==> src/rtl/muldiv_iter_if.sv <==
// Request/response bundle for the iterative multiply/divide unit.
// The requester drives start/op/operands/cancel; the unit returns status and result.
interface muldiv_iter_if #(
  parameter int WIDTH = 32
);
  logic                 start;
  logic [1:0]           op;
  logic [WIDTH-1:0]     a;
  logic [WIDTH-1:0]     b;
  logic                 cancel;
  logic                 busy;
  logic                 done;
  logic [2*WIDTH-1:0]   result;
  logic                 div_by_zero;

  modport master (output start, op, a, b, cancel,
                  input  busy, done, result, div_by_zero);
  modport slave  (input  start, op, a, b, cancel,
                  output busy, done, result, div_by_zero);
endinterface

==> src/rtl/muldiv_iter.sv <==
// Iterative radix-2 multiplier/divider: shift-add multiply, restoring divide,
// sign fix-up in a final cycle. hi/lo double as product or {remainder, quotient}.
module muldiv_iter #(
  parameter int WIDTH = 32
) (
  input  logic             clk,
  input  logic             rst,
  muldiv_iter_if.slave     bus
);
  localparam int CW = $clog2(WIDTH);

  localparam logic [1:0] IDLE = 2'd0;
  localparam logic [1:0] CALC = 2'd1;
  localparam logic [1:0] SIGN = 2'd2;
  localparam logic [1:0] DONE = 2'd3;

  logic [1:0]         state;
  logic [1:0]         op_q;
  logic [CW-1:0]      cnt;
  logic [WIDTH-1:0]   hi, lo, mb;
  logic               sa, sb;
  logic [2*WIDTH-1:0] res_q;
  logic               dbz_q;

  logic               accept, is_div, is_sgn, a_neg, b_neg;
  logic [WIDTH-1:0]   a_mag, b_mag;

  assign accept = (state == IDLE || state == DONE) && bus.start && !bus.cancel;
  assign is_div = bus.op[1];
  assign is_sgn = bus.op[0];
  assign a_neg  = is_sgn & bus.a[WIDTH-1];
  assign b_neg  = is_sgn & bus.b[WIDTH-1];
  assign a_mag  = a_neg ? -bus.a : bus.a;
  assign b_mag  = b_neg ? -bus.b : bus.b;

  // One iteration step. Multiply keeps the multiplier in lo and shifts the
  // partial product down into it; divide shifts the dividend out of lo and
  // the quotient bits back in.
  logic [WIDTH:0]     madd, shl, dif;
  logic               take;
  logic [2*WIDTH-1:0] mul_nxt, div_nxt;

  always_comb begin
    madd    = {1'b0, hi} + (lo[0] ? {1'b0, mb} : '0);
    mul_nxt = {madd, lo[WIDTH-1:1]};
    shl     = {hi, lo[WIDTH-1]};
    dif     = shl - {1'b0, mb};
    take    = shl >= {1'b0, mb};
    div_nxt = {(take ? dif[WIDTH-1:0] : shl[WIDTH-1:0]), lo[WIDTH-2:0], take};
  end

  logic [2*WIDTH-1:0] prod, mul_fin, fin;
  logic [WIDTH-1:0]   q_fin, r_fin;

  always_comb begin
    prod    = {hi, lo};
    mul_fin = (op_q[0] && (sa ^ sb)) ? -prod : prod;
    q_fin   = (op_q[0] && (sa ^ sb)) ? -lo : lo;
    r_fin   = (op_q[0] && sa) ? -hi : hi;
    fin     = op_q[1] ? {r_fin, q_fin} : mul_fin;
  end

  always_ff @(posedge clk or negedge rst) begin
    if (!rst) begin
      state <= IDLE;
      op_q  <= '0;
      cnt   <= '0;
      hi    <= '0;
      lo    <= '0;
      mb    <= '0;
      sa    <= 1'b0;
      sb    <= 1'b0;
      res_q <= '0;
      dbz_q <= 1'b0;
    end else if (bus.cancel) begin
      state <= IDLE;
    end else begin
      case (state)
        IDLE, DONE: begin
          if (accept) begin
            op_q <= bus.op;
            cnt  <= '0;
            sa   <= a_neg;
            sb   <= b_neg;
            hi   <= '0;
            lo   <= is_div ? a_mag : b_mag;
            mb   <= is_div ? b_mag : a_mag;
            if (is_div && bus.b == '0) begin
              state <= DONE;
              res_q <= {bus.a, {WIDTH{1'b1}}};
              dbz_q <= 1'b1;
            end else begin
              state <= CALC;
            end
          end else begin
            state <= IDLE;
          end
        end
        CALC: begin
          {hi, lo} <= op_q[1] ? div_nxt : mul_nxt;
          cnt      <= cnt + 1'b1;
          if (cnt == CW'(WIDTH - 1)) state <= SIGN;
        end
        SIGN: begin
          res_q <= fin;
          dbz_q <= 1'b0;
          state <= DONE;
        end
        default: state <= IDLE;
      endcase
    end
  end

  assign bus.busy        = (state == CALC) || (state == SIGN);
  assign bus.done        = (state == DONE);
  assign bus.result      = res_q;
  assign bus.div_by_zero = dbz_q;
endmodule

==> src/flat_wrapper.sv <==
// flat-port wrapper written by rule: the top's interface ports become plain ports
module muldiv_iter_flat 
#(
  parameter int WIDTH = 32
)
  (clk, rst, bus_start, bus_op, bus_a, bus_b, bus_cancel, bus_busy, bus_done, bus_result, bus_div_by_zero);
  muldiv_iter_if #(.WIDTH(WIDTH)) bus_i ();
  input  logic clk;
  input  logic rst;
  input wire logic [$bits(bus_i.start)-1:0] bus_start;
  input wire logic [$bits(bus_i.op)-1:0] bus_op;
  input wire logic [$bits(bus_i.a)-1:0] bus_a;
  input wire logic [$bits(bus_i.b)-1:0] bus_b;
  input wire logic [$bits(bus_i.cancel)-1:0] bus_cancel;
  output wire logic [$bits(bus_i.busy)-1:0] bus_busy;
  output wire logic [$bits(bus_i.done)-1:0] bus_done;
  output wire logic [$bits(bus_i.result)-1:0] bus_result;
  output wire logic [$bits(bus_i.div_by_zero)-1:0] bus_div_by_zero;
  assign bus_i.start = bus_start;
  assign bus_i.op = bus_op;
  assign bus_i.a = bus_a;
  assign bus_i.b = bus_b;
  assign bus_i.cancel = bus_cancel;
  assign bus_busy = bus_i.busy;
  assign bus_done = bus_i.done;
  assign bus_result = bus_i.result;
  assign bus_div_by_zero = bus_i.div_by_zero;
  muldiv_iter #(.WIDTH(WIDTH)) u_core (.clk(clk), .rst(rst), .bus(bus_i));
endmodule
==> config.mk <==
export PLATFORM = sky130hd
export DESIGN_NAME = muldiv_iter_flat
export DESIGN_NICKNAME = d
export VERILOG_FILES = /design/src/rtl/muldiv_iter_if.sv /design/src/rtl/muldiv_iter.sv /design/src/flat_wrapper.sv
export SDC_FILE = /design/constraint.sdc
export NUM_CORES = 1
export LEC_CHECK = 0
export CAP_MARGIN = 0
export CORE_MARGIN = 8
export CORE_UTILIZATION = 55
export CTS_CLUSTER_SIZE = 24
export DETAILED_ROUTE_END_ITERATION = 10
export DONT_BUFFER_PORTS = 1
export PLACE_DENSITY = 0.74
export RECOVER_POWER = 25
export SYNTH_ARGS = -nofsm -noshare
export SYNTH_HDL_FRONTEND = slang
export SYNTH_SLANG_ARGS = --single-unit
==> constraint.sdc <==
create_clock -name clk -period 4.5 [get_ports clk]
set_input_delay 0.225 -clock clk [delete_from_list [all_inputs] [get_ports clk]]
set_output_delay 0.225 -clock clk [all_outputs]
set_load 0.02 [all_outputs]
# Word-level counts from Yosys, hierarchy flattened
# Cells that the tools add are included.
dict set report word_totals {
  word_cells 74
  latch_bits 0
  memories 0
  output_inout_bits 67
  in_bits 70
  mem_bits_rw 0
  romBits 0
  regBits 172
}
dict set report classes {
  n_addsub 8
  multipliers 0
  eq_ne 7
  n_shift 0
  muxes 28
  div_mod_pow 0
  reduce_logical 16
  bitwise_logic 4
  order_cmp 1
}
# cell n
set ops {}
lappend ops {{two-way mux 32 bit} 10}
lappend ops {{two-way mux 64 bit} 5}
lappend ops {{negation 32 bit} 4}
lappend ops {{one-hot mux 32 bit (2 select lines)} 2}
lappend ops {{one-hot mux 64 bit (2 select lines)} 1}
lappend ops {{negation 64 bit} 1}
lappend ops {{adder 32 x 32 -> 33 bit} 1}
lappend ops {{greater-or-equal comparator 33 x 32 -> 1 bit} 1}
lappend ops {{zero test 32 bit} 1}
lappend ops {{subtractor 32 bit} 1}
lappend ops {{one-hot mux 5 bit (2 select lines)} 1}
lappend ops {{two-way mux 2 bit} 4}
lappend ops {{one-hot mux 2 bit (3 select lines)} 1}
lappend ops {{AND reduction 3 bit} 2}
lappend ops {{adder 5 x 1 -> 5 bit (second input constant)} 1}
lappend ops {{equality test 5 bit (second input constant)} 1}
lappend ops {{logical AND 1 bit} 5}
lappend ops {{two-way mux 5 bit} 1}
lappend ops {{equality test 2 bit (second input constant)} 2}
lappend ops {{inequality test 2 x 1 -> 1 bit (second input constant)} 2}
lappend ops {{AND reduction 4 bit} 1}
lappend ops {{nonzero test 2 bit} 2}
lappend ops {{inequality test 3 x 2 -> 1 bit (second input constant)} 1}
lappend ops {{AND 1 bit} 2}
lappend ops {{other kinds (9)} 11}

# Depth between registers and ports, before layout
dict set report depth {
  ltp_word 7
  mapped_depth 14
  mapped_depth_nobuf 13
}

# Worst setup path after synthesis
# Ideal clock, no wire load.
dict set report synth_path {
  path_kind {register to register}
  start {reg u_core.lo[0]}
  end {reg u_core.hi[30]}
  path_slack_ns 1.181
  path_stages_with_launch 14
  required_time_ns 4.374
  setup_ns 0.126
  arrival_time_ns 3.193
  n_path_buf 1
  period_less_slack_ns 3.319
  path_cell_list {dfrtp_1 inv_1 buf_1 nor2_1 ha_1 a21o_1 o21bai_1 o2111a_1 a311oi_1 nor3b_1 a211o_1 a31oi_1 xnor2_1 a221o_1}
}
dict set report synth_via {
  elab_chain_len 4
}
# item line_no
set synth_rtl {}
lappend synth_rtl {{start, declared} muldiv_iter.sv:20} ;# logic [WIDTH-1:0] hi, lo, mb;
lappend synth_rtl {{start signal, assigned} muldiv_iter.sv:86} ;# lo <= is_div ? a_mag : b_mag;
lappend synth_rtl {{start signal, assigned} muldiv_iter.sv:100} ;# {hi, lo} <= op_q[1] ? div_nxt : mul_nxt;
lappend synth_rtl {{two-way mux 32 bit} muldiv_iter.sv:44} ;# madd = {1'b0, hi} + (lo[0] ? {1'b0, mb} : '0);
lappend synth_rtl {{adder 32 x 32 -> 33 bit} muldiv_iter.sv:44}
lappend synth_rtl {{two-way mux 64 bit} muldiv_iter.sv:100}
lappend synth_rtl {{one-hot mux 32 bit (2 select lines)} muldiv_iter.sv:78} ;# case (state)
lappend synth_rtl {{end signal, assigned} muldiv_iter.sv:100}
lappend synth_rtl {{end, declared} muldiv_iter.sv:20}
# Every way passes these cells.
# A chain may end at the register's enable or synchronous reset.

# Worst setup path after layout
dict set report layout_path {
  start {reg u_core.lo[0]}
  end {reg u_core.hi[26]}
}
# Same word-level chain as after synthesis.

==> results.yml <==
outcome:
  status: "finished with violations"
  failed_checks: "negative hold slack, max-capacitance violations, max-slew violations"
synth:
  synthArstFlopShare_pct: 100
  yosysSeqAreaShare_pct: 29.0
  synth_top_cell_by_area: "dfrtp_1"
  ys_seq_elements: 172
  yosysTopAreaCellShare_pct: 29.0
  syn-cell-area_mm2: 0.0148
  syn_nets: 2038
  ys_top_cells_by_count: "211 x nor2_1, 202 x nand2_1, 200 x o21ai_0, 172 x dfrtp_1, 153 x a21oi_1"
  synth-edff-count: 0
  synth.area.top_cells: "dfrtp_1 29%, o21ai_0 6.7%, ha_1 6.2%"
  syn_inst: 1892
  yosysMostFrequentCell: "nor2_1"
  ys_types: 81
  synth.avg_cell_area_um2: 7.84
  yosysWarnings: 0
  synth_ff_type: "dfrtp_1"
layout:
  multi_input_area_mm2: 0.00986
  regArea_mm2: 0.00431
  fill_cells: 2443
  drive_gt1_share_pct: 6.78
  design_area_mm2: 0.0160
  utilization_pct: 59.7
  area_growth_pct: 7.60
  layout.nets: 2005
worst_setup_path:
  path_delay_family: "compound AO/OA/AOI/OAI gates"
  crit_type: "flop to flop"
  crit_path_start: "u_core.lo[0]"
  slowest_delay_ns: 0.59
  required_ns: 4.86
  worst_path_most_repeated_cell: "nor2_1"
  worstSetupPathDepth: 13
  r2r-end: "u_core.hi[26]"
  r2r-start: "u_core.lo[0]"
  critPathBufInv: 2
  cp_cell_sequence: "inv_1 > buf_4 > nor2_1 > ha_1 > a211oi_1 > o21bai_1 > o2111a_1 > a311oi_1 > nor3b_1 > a2111oi_0 > nor2_1 > or3_1 > o221ai_1"
  critPathLaunchType: "flop"
  arrival_ns: 4.36
  path_max_fanout: 9
  crit_path_top_delay_cell: "a311oi_1"
  rr_worst_depth: 13
  timing.critical_path.to: "u_core.hi[26]"
  endpoint_kind: "flop"
  reg2reg_slack_ns: 0.50
placement:
  place.gp.congestion: 0.984
  dp_worst_setup_slack_ns: 0.715
  place_hpwl_um: 39800
  place_area_mm2: 0.0151
  io_buffers: 0
sta:
  drv_slew: 173
  hold_ws_ns: -0.00767
  rsz0062_at_grt: "false"
  slew_headroom_pct: -63.0
  timing.final.ws_setup_ns: 0.503
  tightest_slew_ns: 2.44
  finalCriticalPeriod_ns: 4.00
  finClkSkew_ns: 0.0217
  fin_crit_sh_pct: 88.8
  setup_viol: 0
  finalHoldViolCount: 1
  timing.fmax_mhz: 250
  tns_ns: 0
power:
  switchingPower_mw: 4.19
  clockPowerShare_pct: 18.9
  seq_power_share_pct: 34.4
  power_density_mw_per_mm2: 540
  ir_drop_mv: 0.313
  sw_frac_of_total_pct: 48.6
  leakagePower_nw: 6.91
  intPower_mw: 4.44
  combPwrFrac_pct: 46.7
grt:
  gr-usage-all-layers_pct: 31.3
  grt_max_degree: 173
  grt_remaining_overflow: 0
  antenna_found_initial: 3
  grt_pass1_vias: 13400
  grt_pass1_wl_um: 80600
clock_network:
  cts_setup_buffers: 0
  cts_max_level: 4
  clk_latency_ns: 0.45
  cts_buffers: 17
  clockBufferDepth: 2
  cts_tree: "yes"
  path_clk_slew_ns: 0.09
  cts_sinks: 172
  clock-root-buffer: "clkbuf_16"
floorplan:
  fp.dieW_um: 180
  io_pins: 137
  core-area_mm2: 0.0267
  initial_utilization_pct: 55.5
  row_count: 60
  chipHeight_um: 180
  fp.dieArea_mm2: 0.0325
drt:
  vias: 14700
  final_antenna_net_count: 0
  drt_iter0_markers: 1841
  dr.pass1.iters: 7
  routed_via_density: 6.64
  wl_per_cell_um: 23.5
  drc: 0
  wl_um: 52200
flow_run:
  max-cap-violations: 1
hold_path:
  hp-class: "primary input to flop"
worst register-to-register path, cell delays in order, from the launching register on:
cell,delay (ns)
dfrtp_1,0.42
inv_1,0.24
buf_4,0.23
nor2_1,0.06
ha_1,0.23
a211oi_1,0.27
o21bai_1,0.22
o2111a_1,0.32
a311oi_1,0.59
nor3b_1,0.21
a2111oi_0,0.53
nor2_1,0.15
or3_1,0.38
o221ai_1,0.08
flip-flops by register name (all words and copies together) (netlist names):
register and flops:
u_core.op_q 2, u_core.hi 32, u_core.state 2, u_core.cnt 5, u_core.bus.div_by_zero 1, u_core.sb 1
u_core.mb 32, u_core.lo 32, u_core.bus.result 64, u_core.sa 1
cell usage in the layout (no fill, tap or decap), types with 5 or more instances in the layout:
master / instances
a21oi_1: 153
a211oi_1: 34
or3_1: 17
dlygate4sd3_1: 18
a21o_1: 31
nor2_1: 210
o21ai_1: 5
o211ai_1: 9
o21bai_1: 6
xor2_1: 85
and3_1: 12
or4_1: 12
o31ai_1: 18
a22oi_1: 20
mux2i_1: 43
inv_8: 5
nand4_1: 11
dfrtp_1: 171
o221ai_1: 6
and2_1: 13
o22a_1: 7
nor4_1: 17
o41ai_1: 10
nor3_1: 24
nand3_1: 34
o21a_1: 7
a22o_1: 6
nor3b_1: 10
nand2_1: 201
mux2_2: 28
clkbuf_16: 17
inv_1: 68
buf_4: 34
a31oi_1: 51
o21ai_0: 200
nand2b_1: 12
xnor2_1: 86
ha_1: 72
nor2b_1: 9
repair_timing:
item,CTS,global route
hold buffers,19,0
endpoints found under the hold margin,189,0
resized for setup,0,0
kinds of logic after synthesis:
group                      share of synthesized area (%)
and+or+nand+nor                                     19.2
muxes                                               5.03
xor gates and xnor gates                            10.1
buffers and inverters                               4.59
DFF                                                 29.0
adders and majority gates                           6.51
AOI/OAI and AO/OA                                   25.6
routing by layer:
layer	part of all wire, %	wire length (um)	up-vias	track usage, %
li1	-	-	6762	-
met1	42	21700	6958	43.2
met2	42	22100	869	46.1
met3	12	6500	117	8.27
met4	3.6	1850	0	12.2
met5	0	0	-	0
power by group through the flow:
stage | logic, mW | registers, mW | clock network [mW]
floorplan | 2.98 | 2.75 | 0
global placement | 3.83 | 2.96 | 0
detailed placement | 3.86 | 2.98 | 0
CTS | 3.94 | 2.95 | 1.64
global route | 4.41 | 3.03 | 1.68
finish | 4.03 | 2.97 | 1.63
stage by stage:
stage	hold WS, ns	cells	total power, mW
after global placement	-0.0657	2162	6.79
after global routing	0.0105	2215	9.13
final	-0.00767	2215	8.63
after CTS	0.000267	2213	8.53
after detailed placement	-0.0657	2162	6.85
after floorplan	-0.0706	1892	5.73
cell type report:
cell class	instances	area share (%)
Multi-Input combinational cell	1545	61.8
Sequential cell	172	27.0
Timing Repair Buffer	54	2.90
Tap cell	341	2.67
Clock buffer	17	2.67
Inverter	69	1.62
Clock inverter	15	1.32
Antenna cell	2	0.0314
worst min path at each step:
| stage | start | endpoint | slack [ns] | cells past startpoint |
|---|---|---|---|---|
| after global routing | bus_a[5] | u_core.bus.result[37] | 0.01 | 2 |
| after CTS | bus_op[1] | u_core.lo[30] | 0.0003 | 3 |
| after detailed placement | rst | u_core.bus.result[15] | -0.07 | 0 |
| after floorplan | rst | u_core.bus.div_by_zero | -0.07 | 0 |
| after global placement | rst | u_core.bus.result[15] | -0.07 | 0 |
| final | bus_a[28] | u_core.bus.result[60] | -0.008 | 2 |
No activity file was read; power rests on OpenSTA's default activity.
